==> config.mk <==
export PLATFORM = sky130hd
export DESIGN_NAME = ext_unit_pipe
export DESIGN_NICKNAME = d
export VERILOG_FILES = /design/src/rtl/ext_unit_pipe.sv
export SDC_FILE = /design/constraint.sdc
export NUM_CORES = 1
export LEC_CHECK = 0
export CORE_UTILIZATION = 58
export CTS_BUF_LIST = sky130_fd_sc_hd__clkbuf_2
export DETAILED_ROUTE_END_ITERATION = 8
export GPL_ROUTABILITY_DRIVEN = 1
export PLACE_DENSITY = 0.87
export SLEW_MARGIN = 20
export SYNTH_ARGS = -nofsm -noshare
export SYNTH_HDL_FRONTEND = slang
export SYNTH_SLANG_ARGS = --single-unit
==> constraint.sdc <==
create_clock -name clk -period 2.2 [get_ports clk]
set_input_delay 0.44 -clock clk [delete_from_list [all_inputs] [get_ports clk]]
set_output_delay 0.44 -clock clk [all_outputs]
set_load 0.05 [all_outputs]
==> src/rtl/ext_unit_pipe.sv <==
// Pipelined immediate extender (ZERO/SIGN/BRANCH/UPPER) behind a valid/ready
// handshake with a 2-entry skid buffer. Optional transfer counter: EXT_UNIT_CNT_EN.
module ext_unit_pipe #(
  parameter int IN_W  = 16,
  parameter int OUT_W = 32,
  parameter int TAG_W = 5
) (
  input  logic             clk,
  input  logic             reset,
  input  logic             in_valid,
  output logic             in_ready,
  input  logic [IN_W-1:0]  in_imm,
  input  logic [1:0]       in_mode,
  input  logic [TAG_W-1:0] in_tag,
  output logic             out_valid,
  input  logic             out_ready,
  output logic [OUT_W-1:0] out_data,
  output logic [TAG_W-1:0] out_tag
`ifdef EXT_UNIT_CNT_EN
  ,
  output logic [31:0]      xfer_count
`endif
);

  typedef enum logic [1:0] {M_ZERO = 2'd0, M_SIGN = 2'd1, M_BRANCH = 2'd2, M_UPPER = 2'd3} mode_t;
  typedef enum logic [1:0] {EMPTY, ONE, TWO} state_t;

  state_t             r_state;
  logic               r_out_valid;
  logic               r_in_ready;
  logic [OUT_W-1:0]   r_out_data;
  logic [TAG_W-1:0]   r_out_tag;
  logic [OUT_W-1:0]   r_sk_data;
  logic [TAG_W-1:0]   r_sk_tag;

  logic [OUT_W-1:0]   w_sext;
  logic [OUT_W-1:0]   w_ext;
  logic               w_acc;
  logic               w_drain;

  assign w_acc   = in_valid & r_in_ready;
  assign w_drain = r_out_valid & out_ready;
  assign w_sext  = {{(OUT_W-IN_W){in_imm[IN_W-1]}}, in_imm};

  always_comb begin
    w_ext = '0;
    case (mode_t'(in_mode))
      M_ZERO:   w_ext = {{(OUT_W-IN_W){1'b0}}, in_imm};
      M_SIGN:   w_ext = w_sext;
      M_BRANCH: w_ext = w_sext << 2;
      M_UPPER:  w_ext = {in_imm, {(OUT_W-IN_W){1'b0}}};
      default:  w_ext = '0;
    endcase
  end

  always_ff @(posedge clk) begin
    if (reset) begin
      r_state     <= EMPTY;
      r_out_valid <= 1'b0;
      r_in_ready  <= 1'b1;
      r_out_data  <= '0;
      r_out_tag   <= '0;
      r_sk_data   <= '0;
      r_sk_tag    <= '0;
    end else begin
      case (r_state)
        EMPTY: begin
          if (w_acc) begin
            r_out_data  <= w_ext;
            r_out_tag   <= in_tag;
            r_out_valid <= 1'b1;
            r_state     <= ONE;
          end
        end
        ONE: begin
          if (w_acc && w_drain) begin
            r_out_data <= w_ext;
            r_out_tag  <= in_tag;
          end else if (w_acc) begin
            // Consumer stalled: park the new result and stop accepting.
            r_sk_data  <= w_ext;
            r_sk_tag   <= in_tag;
            r_in_ready <= 1'b0;
            r_state    <= TWO;
          end else if (w_drain) begin
            r_out_valid <= 1'b0;
            r_state     <= EMPTY;
          end
        end
        TWO: begin
          if (w_drain) begin
            r_out_data <= r_sk_data;
            r_out_tag  <= r_sk_tag;
            r_in_ready <= 1'b1;
            r_state    <= ONE;
          end
        end
        default: begin
          r_state     <= EMPTY;
          r_out_valid <= 1'b0;
          r_in_ready  <= 1'b1;
        end
      endcase
    end
  end

`ifdef EXT_UNIT_CNT_EN
  logic [31:0] r_xfer_count;

  always_ff @(posedge clk) begin
    if (reset)
      r_xfer_count <= '0;
    else if (w_drain)
      r_xfer_count <= r_xfer_count + 32'd1;
  end

  assign xfer_count = r_xfer_count;
`endif

  assign in_ready  = r_in_ready;
  assign out_valid = r_out_valid;
  assign out_data  = r_out_data;
  assign out_tag   = r_out_tag;

endmodule

==> qor.csv, run 1 <==
stage,metric,value,unit
run_status,status,"complete, no violations",
cells_and_area,multiInputGateArea,1790,sq um
placed_design,portBuffers,65,
global_route,grt.total_usage,28.5,%
clocking,ctsHoldBuffers,0,
clocking,clock-sinks,78,
yosys,async_flop_share,0,%
cells_and_area,antenna_cells,0,
cells_and_area,nNetsFinal,528,
routing,drc_errors,0,
routing,vias,3488,
pwr,seqPwrFrac,44.5,%
cells_and_area,fillers,422,
pwr,p_clk_share,26.3,%
critical_path,worst_r2r_path_depth,5,
critical_path,worst-path-stages,1,
timing,fmax,470,MHz
yosys,syn_area,3570,sq um
clocking,cts.clk_slew.worst_paths,200,ps
clocking,clk_latency,510,ps
critical_path,max_stage_delay,800,ps
floorplanning,ios,66,
placed_design,hpwl,5970,microns
timing,fin_crit,2130,ps
critical_path,startpoint,out_tag[0]$_SDFFE_PP0P_,
timing,period_share,96.8,%
pwr,power_frac_comb,29.1,%
routing,wl,9080,microns
critical_path,critPathKind,register to primary output,
critical_path,reg2reg_to,out_data[18]$_SDFFE_PP0P_,
global_route,antenna_found_initial,0,
global_route,overflow,0,
critical_path,reg2reg_from,r_state[1]$_SDFFE_PP0P_,
timing,fin_skew,26.2,ps
pwr,p_sw,1.23,mW
yosys,syn_area_per_cell,8.07,sq um
floorplanning,coreArea,5920,sq um
pwr,ir_drop,0.492,mV
yosys,syn_inst,443,
cells_and_area,syn_to_final_growth,25.9,%
timing,drv_slew,0,
floorplanning,die_h,80.5,microns
yosys,synth_top_area_cell,dfxtp_1,
critical_path,end_kind,primary output,
critical_path,rrSetupSlack,200,ps
routing,ant_nets,0,
placed_design,dpl_cell_area,4310,sq um
critical_path,cp.required,1760,ps
clocking,cts_buffers,9,
yosys,synth_commonest_cells,"83 x nand2_1, 78 x dfxtp_1, 51 x nor2_1, 45 x a21oi_1, 26 x nor3_1",
hold_path,min_from,reset,
yosys,synth.distinct_cells,35,
clocking,cts_buffer_depth,2,
timing,maxSlewHeadroom,57.8,%
floorplanning,die_w,80.5,microns
yosys,seq_area_frac_synth,43.7,%
placed_design,gp_congestion,0.813,
clocking,htreeDepth,3,
routing,drt_iter0_drc,400,
yosys,synth_edf_count,0,
timing,fin_ws,71.5,ps
routing,drt-vias-per-instance,6.01,
hold_path,hold_depth,3,
pwr,power.internal,2.43,mW
timing,setup_viol,0,
timing,rsz0062_at_grt,false,
floorplanning,initial_core_util,60.4,%
pwr,power.density,813,nW/um^2
cells_and_area,fin_area,4500,sq um
yosys,yosysMostFrequentCell,nand2_1,
floorplanning,num_rows,28,
hold_path,min_delay_worst_endpoint,r_sk_tag[1]$_SDFFE_PP0P_,
pwr,p_leak,1.88,nW
yosys,syn_nets,470,
global_route,grt_pass1_wl,14200,microns
critical_path,crit_fanout,2,
routing,wl_per_cell,15.7,microns
cells_and_area,drive_gt1_share,11.3,%
yosys,synth_top_area_share,43.7,%
critical_path,worstPathCellList,clkdlybuf4s50_1,
pwr,switching_share,33.7,%
clocking,cts_tree,done,
floorplanning,die-area,6480,sq um
timing,worst_slew_pin_slew,633,ps
yosys,yosys_warnings,0,
critical_path,cp_slowest_cell,clkdlybuf4s50_1,
cells_and_area,regArea,1560,sq um
clocking,root_buffer,clkbuf_2,
yosys,yosys_most_used_dff,dfxtp_1,
yosys,ys_ff_latch,78,
critical_path,cp.arrival,1690,ps
routing,dr.pass1.iters,5,
global_route,grt_max_degree,47,
run,cap_violations,0,
critical_path,path_buf_inv,1,
yosys,synthTopCellsByArea,"dfxtp_1 44%, nand2_1 8.7%, a21oi_1 6.3%",
global_route,grt_pass1_vias,2980,
placed_design,place_ws,-1.81,ps
hold_path,hold_path_class,input port to register,
critical_path,startpoint_type,register,
pwr,total_power,3.66,mW
critical_path,path_delay_family,buffers and inverters,
timing,hold_viol_final,0,
==> sequential cells by signal (all words and copies together) (netlist names) <==
name       flops
in_ready       1
out_data      32
out_tag        5
out_valid      1
r_sk_data     32
r_sk_tag       5
r_state        2
==> power by group through the flow <==
| stage | clock network, mW | logic [mW] | registers (mW) |
|---|---|---|---|
| finish | 0.963 | 1.07 | 1.63 |
| global route | 1.03 | 1.14 | 1.64 |
| CTS | 0.971 | 1.06 | 1.63 |
| detailed placement | 0 | 1.06 | 1.66 |
| global placement | 0 | 1.04 | 1.65 |
| floorplan | 0 | 0.463 | 1.91 |
==> through the flow <==
| stage | cells | utilization [%] | hold WS, ps | TNS [ps] |
|---|---|---|---|---|
| 2_1_floorplan | 443 | - | 432 | 0 |
| 3_3_place_gp | 565 | 72.8 | 440 | 0 |
| 3_5_place_dp | 565 | 72.8 | 446 | -1.81 |
| 4_1_cts | 580 | 75.3 | 404 | 0 |
| 5_1_grt | 580 | 76.0 | 416 | 0 |
| 6_report | 580 | 76.0 | 423 | 0 |
==> cell type report <==
type | count | share of cell area [%]
Clock buffer | 10 | 1.11
Tap cell | 75 | 2.09
Timing Repair Buffer | 91 | 20.1
Multi-Input combinational cell | 321 | 39.8
Sequential cell | 78 | 34.7
Clock inverter | 5 | 2.20
==> cell families (layout without fill, tap and decap cells) <==
logic type      count (synthesis)  after routing  share of synthesized area [%]
simple gates                  189            189                           23.6
compound gates                132            132                           26.5
flops                          78             78                           43.7
buf+inv                        44            106                           6.23
==> metal layers <==
layer,share of wire (%),track usage [%],vias up,routed length [microns]
li1,-,-,1664,-
met1,42,37.6,1616,3840
met2,47,44.5,176,4300
met3,7.1,5.68,32,642
met4,3.3,13.2,0,304
met5,0,0,-,0
==> tightest hold or removal path, cell delays in order <==
cell     delay [ps]
buf_2            90
buf_4           310
a21oi_1          70
==> cell usage in the layout (no fill, tap or decap), types with 2 or more instances in the layout <==
master / n
buf_4: 24
dlymetal6s2s_1: 16
clkdlybuf4s50_1: 46
a211o_1: 13
a311oi_1: 9
nand4b_1: 2
dlygate4sd2_1: 2
buf_12: 2
o221ai_1: 14
o21bai_1: 2
nand2b_1: 2
a211oi_1: 14
o211ai_1: 2
nor2b_1: 16
dfxtp_1: 78
bufinv_16: 3
a21boi_0: 9
nand2_1: 83
a31oi_1: 2
a21oi_1: 45
clkbuf_2: 10
nor2_1: 51
a21oi_2: 11
and3b_1: 2
nor3_1: 26
a21boi_1: 5
==> worst max path at each step <==
| stage | end | slack (ps) |
|---|---|---|
| global route | out_tag[0] | 7 |
| global placement | out_data[24]$_SDFFE_PP0P_ | 60 |
| floorplan | out_data[10]$_SDFFE_PP0P_ | 350 |
| detailed placement | out_data[27]$_SDFFE_PP0P_ | -2 |
| finish | out_tag[0] | 70 |
| CTS | out_data[28] | 30 |
==> repair_timing <==
| item | 4_1_cts | 5_1_grt |
|---|---|---|
| endpoints found under the hold margin | 0 | 0 |
| resized for setup | 2 | 16 |
| buffers inserted | 0 | 0 |
| endpoints found under the setup margin | 2 | 16 |
No activity file was read; power rests on OpenSTA's default activity.
==> inputs of run 2 (changes only) <==
- HOLD_SLACK_MARGIN: default -> 0.03
==> results of run 2 <==
The final DEF is identical to that of run 1; final timing and power are the same.
==> inputs of run 3 (changes only) <==
- CORE_UTILIZATION: 58 -> 54
- PLACE_DENSITY: 0.87 -> default
- PLACE_DENSITY_LB_ADDON: default -> 0.15
- clock period: 2.2 -> 2.35 ns (I/O delays scaled with it)
==> run 3 against run 2 <==
Die area up 7.2%. Final cell count down 1.2%. Routed wire length down 2.9%. Largest cell class unchanged. Critical path depth unchanged. Design area down 1.5%. Worst setup slack better by 55 ps. Global-route usage down 2.0 points. Register-to-register slack better by 230 ps. Clock skew down 13 ps. Clock power down 14%. Combinational power down 8%. First-iteration DRC count down 31%.
==> qor.csv, run 3 (synthesis results as in run 1) <==
stage,metric,value,unit
pwr,p_leak,1.59,nW
floorplanning,die-area,6950,sq um
clocking,htreeDepth,3,
global_route,grt_pass1_vias,3011,
clocking,clock-sinks,78,
pwr,p_sw,1.18,mW
run,cap_violations,0,
timing,drv_slew,0,
clocking,cts_buffers,9,
cells_and_area,fillers,529,
floorplanning,ios,66,
critical_path,path_buf_inv,1,
pwr,seqPwrFrac,45.6,%
floorplanning,num_rows,29,
critical_path,crit_fanout,2,
pwr,ir_drop,0.443,mV
critical_path,cp.arrival,1750,ps
timing,fin_skew,13.6,ps
routing,wl,8820,microns
floorplanning,die_w,83.3,microns
global_route,grt_pass1_wl,14700,microns
timing,period_share,94.6,%
clocking,cts.clk_slew.worst_paths,210,ps
critical_path,critPathKind,register to primary output,
global_route,grt_max_degree,52,
critical_path,startpoint,out_data[30]$_SDFFE_PP0P_,
hold_path,hold_path_class,input port to register,
timing,worst_slew_pin_slew,585,ps
routing,wl_per_cell,15.4,microns
timing,maxSlewHeadroom,61.0,%
timing,setup_tns,0,ps
clocking,clk_latency,530,ps
clocking,post-cts-setup-buffers,0,
critical_path,cp.required,1880,ps
critical_path,worstPathCellList,clkdlybuf4s50_1,
cells_and_area,syn_to_final_growth,24.0,%
routing,ant_nets,0,
routing,vias,3341,
placed_design,portBuffers,65,
pwr,power_frac_comb,29.5,%
clocking,root_buffer,clkbuf_2,
cells_and_area,regArea,1560,sq um
cells_and_area,nNetsFinal,518,
cells_and_area,antenna_cells,0,
clocking,ctsHoldBuffers,0,
global_route,overflow,0,
floorplanning,die_h,83.3,microns
cells_and_area,layout_commonest_cell,nand2_1,
cells_and_area,final-instance-count-excl-fill,573,
timing,fmax,450,MHz
placed_design,hpwl,5620,microns
cells_and_area,mostFrequentLayoutCells,"83 x nand2_1, 78 x dfxtp_1, 61 x clkdlybuf4s50_1, 51 x nor2_1, 45 x a21oi_1",
cells_and_area,final_core_util,69.4,%
critical_path,cp_slowest_cell,clkdlybuf4s50_1,
timing,hold_viol_final,0,
floorplanning,initial_core_util,56.0,%
critical_path,reg2reg_from,r_state[1]$_SDFFE_PP0P_,
global_route,grt.total_usage,26.5,%
routing,drt-vias-per-instance,5.83,
critical_path,end_kind,primary output,
cells_and_area,drive_gt1_share,9.68,%
critical_path,startpoint_type,register,
global_route,antenna_found_initial,0,
timing,fin_crit,2220,ps
critical_path,path_delay_family,buffers and inverters,
pwr,p_clk_share,24.9,%
routing,drt_iter0_drc,275,
placed_design,gp_congestion,0.862,
pwr,switching_share,35.2,%
hold_path,min_from,reset,
clocking,cts_tree,done,
pwr,power.internal,2.17,mW
timing,setup_viol,0,
timing,rsz0062_at_grt,false,
run_status,status,"complete, no violations",
placed_design,dpl_cell_area,4290,sq um
floorplanning,coreArea,6390,sq um
cells_and_area,multiInputGateArea,1790,sq um
clocking,cts_buffer_depth,2,
critical_path,max_stage_delay,820,ps
routing,drc_errors,0,
routing,dr.pass1.iters,5,
cells_and_area,fin_area,4430,sq um
placed_design,dp_cells,557,
pwr,power.density,755,nW/um^2
run 3: through the flow:
stage	total power, mW	setup slack (ps)	hold slack (ps)
2_1_floorplan	2.22	495	432
6_report	3.34	126	436
4_1_cts	3.36	0.478	395
3_5_place_dp	2.54	186	446
5_1_grt	3.51	12.1	393
3_3_place_gp	2.52	224	441
run 3: layer usage:
| layer | vias up | share of wire, % | wire length [microns] | track usage, % |
|---|---|---|---|---|
| met2 | 145 | 45 | 3940 | 39.7 |
| met5 | - | 0 | 0 | 0 |
| li1 | 1654 | - | - | - |
| met3 | 29 | 7.8 | 687 | 6.16 |
| met4 | 0 | 2.6 | 226 | 12.1 |
| met1 | 1513 | 45 | 3970 | 36.2 |
run 3: final cells by class:
| cell class | instances | share of cell area [%] |
|---|---|---|
| repair buffers | 81 | 19.1 |
| multi-input cells | 321 | 40.4 |
| flip-flops and latches | 78 | 35.2 |
| clock buffers | 10 | 1.13 |
| clock inverters | 6 | 1.95 |
| well taps | 77 | 2.17 |
run 3: timing repair:
item	4_1_cts	5_1_grt
pin swaps	0	0
endpoints found under the setup margin	1	2
resized for setup	1	2
run 3: worst paths after layout:
kind / end / slack [ps] / depth (start not counted)
min reg2reg: out_data[20]$_SDFFE_PP0P_ / 470 / 2
min: out_data[29]$_SDFFE_PP0P_ / 440 / 2
max: out_data[30] / 130 / 1
max reg2reg: out_data[23]$_SDFFE_PP0P_ / 430 / 4
run 3: power groups by stage:
stage               Sequential [mW]  Combinational, mW  Clock, mW
floorplan                      1.79              0.434          0
global placement               1.55              0.972          0
CTS                            1.52              0.989      0.843
detailed placement             1.55              0.987          0
finish                         1.52              0.988      0.832
global route                   1.54               1.06      0.911
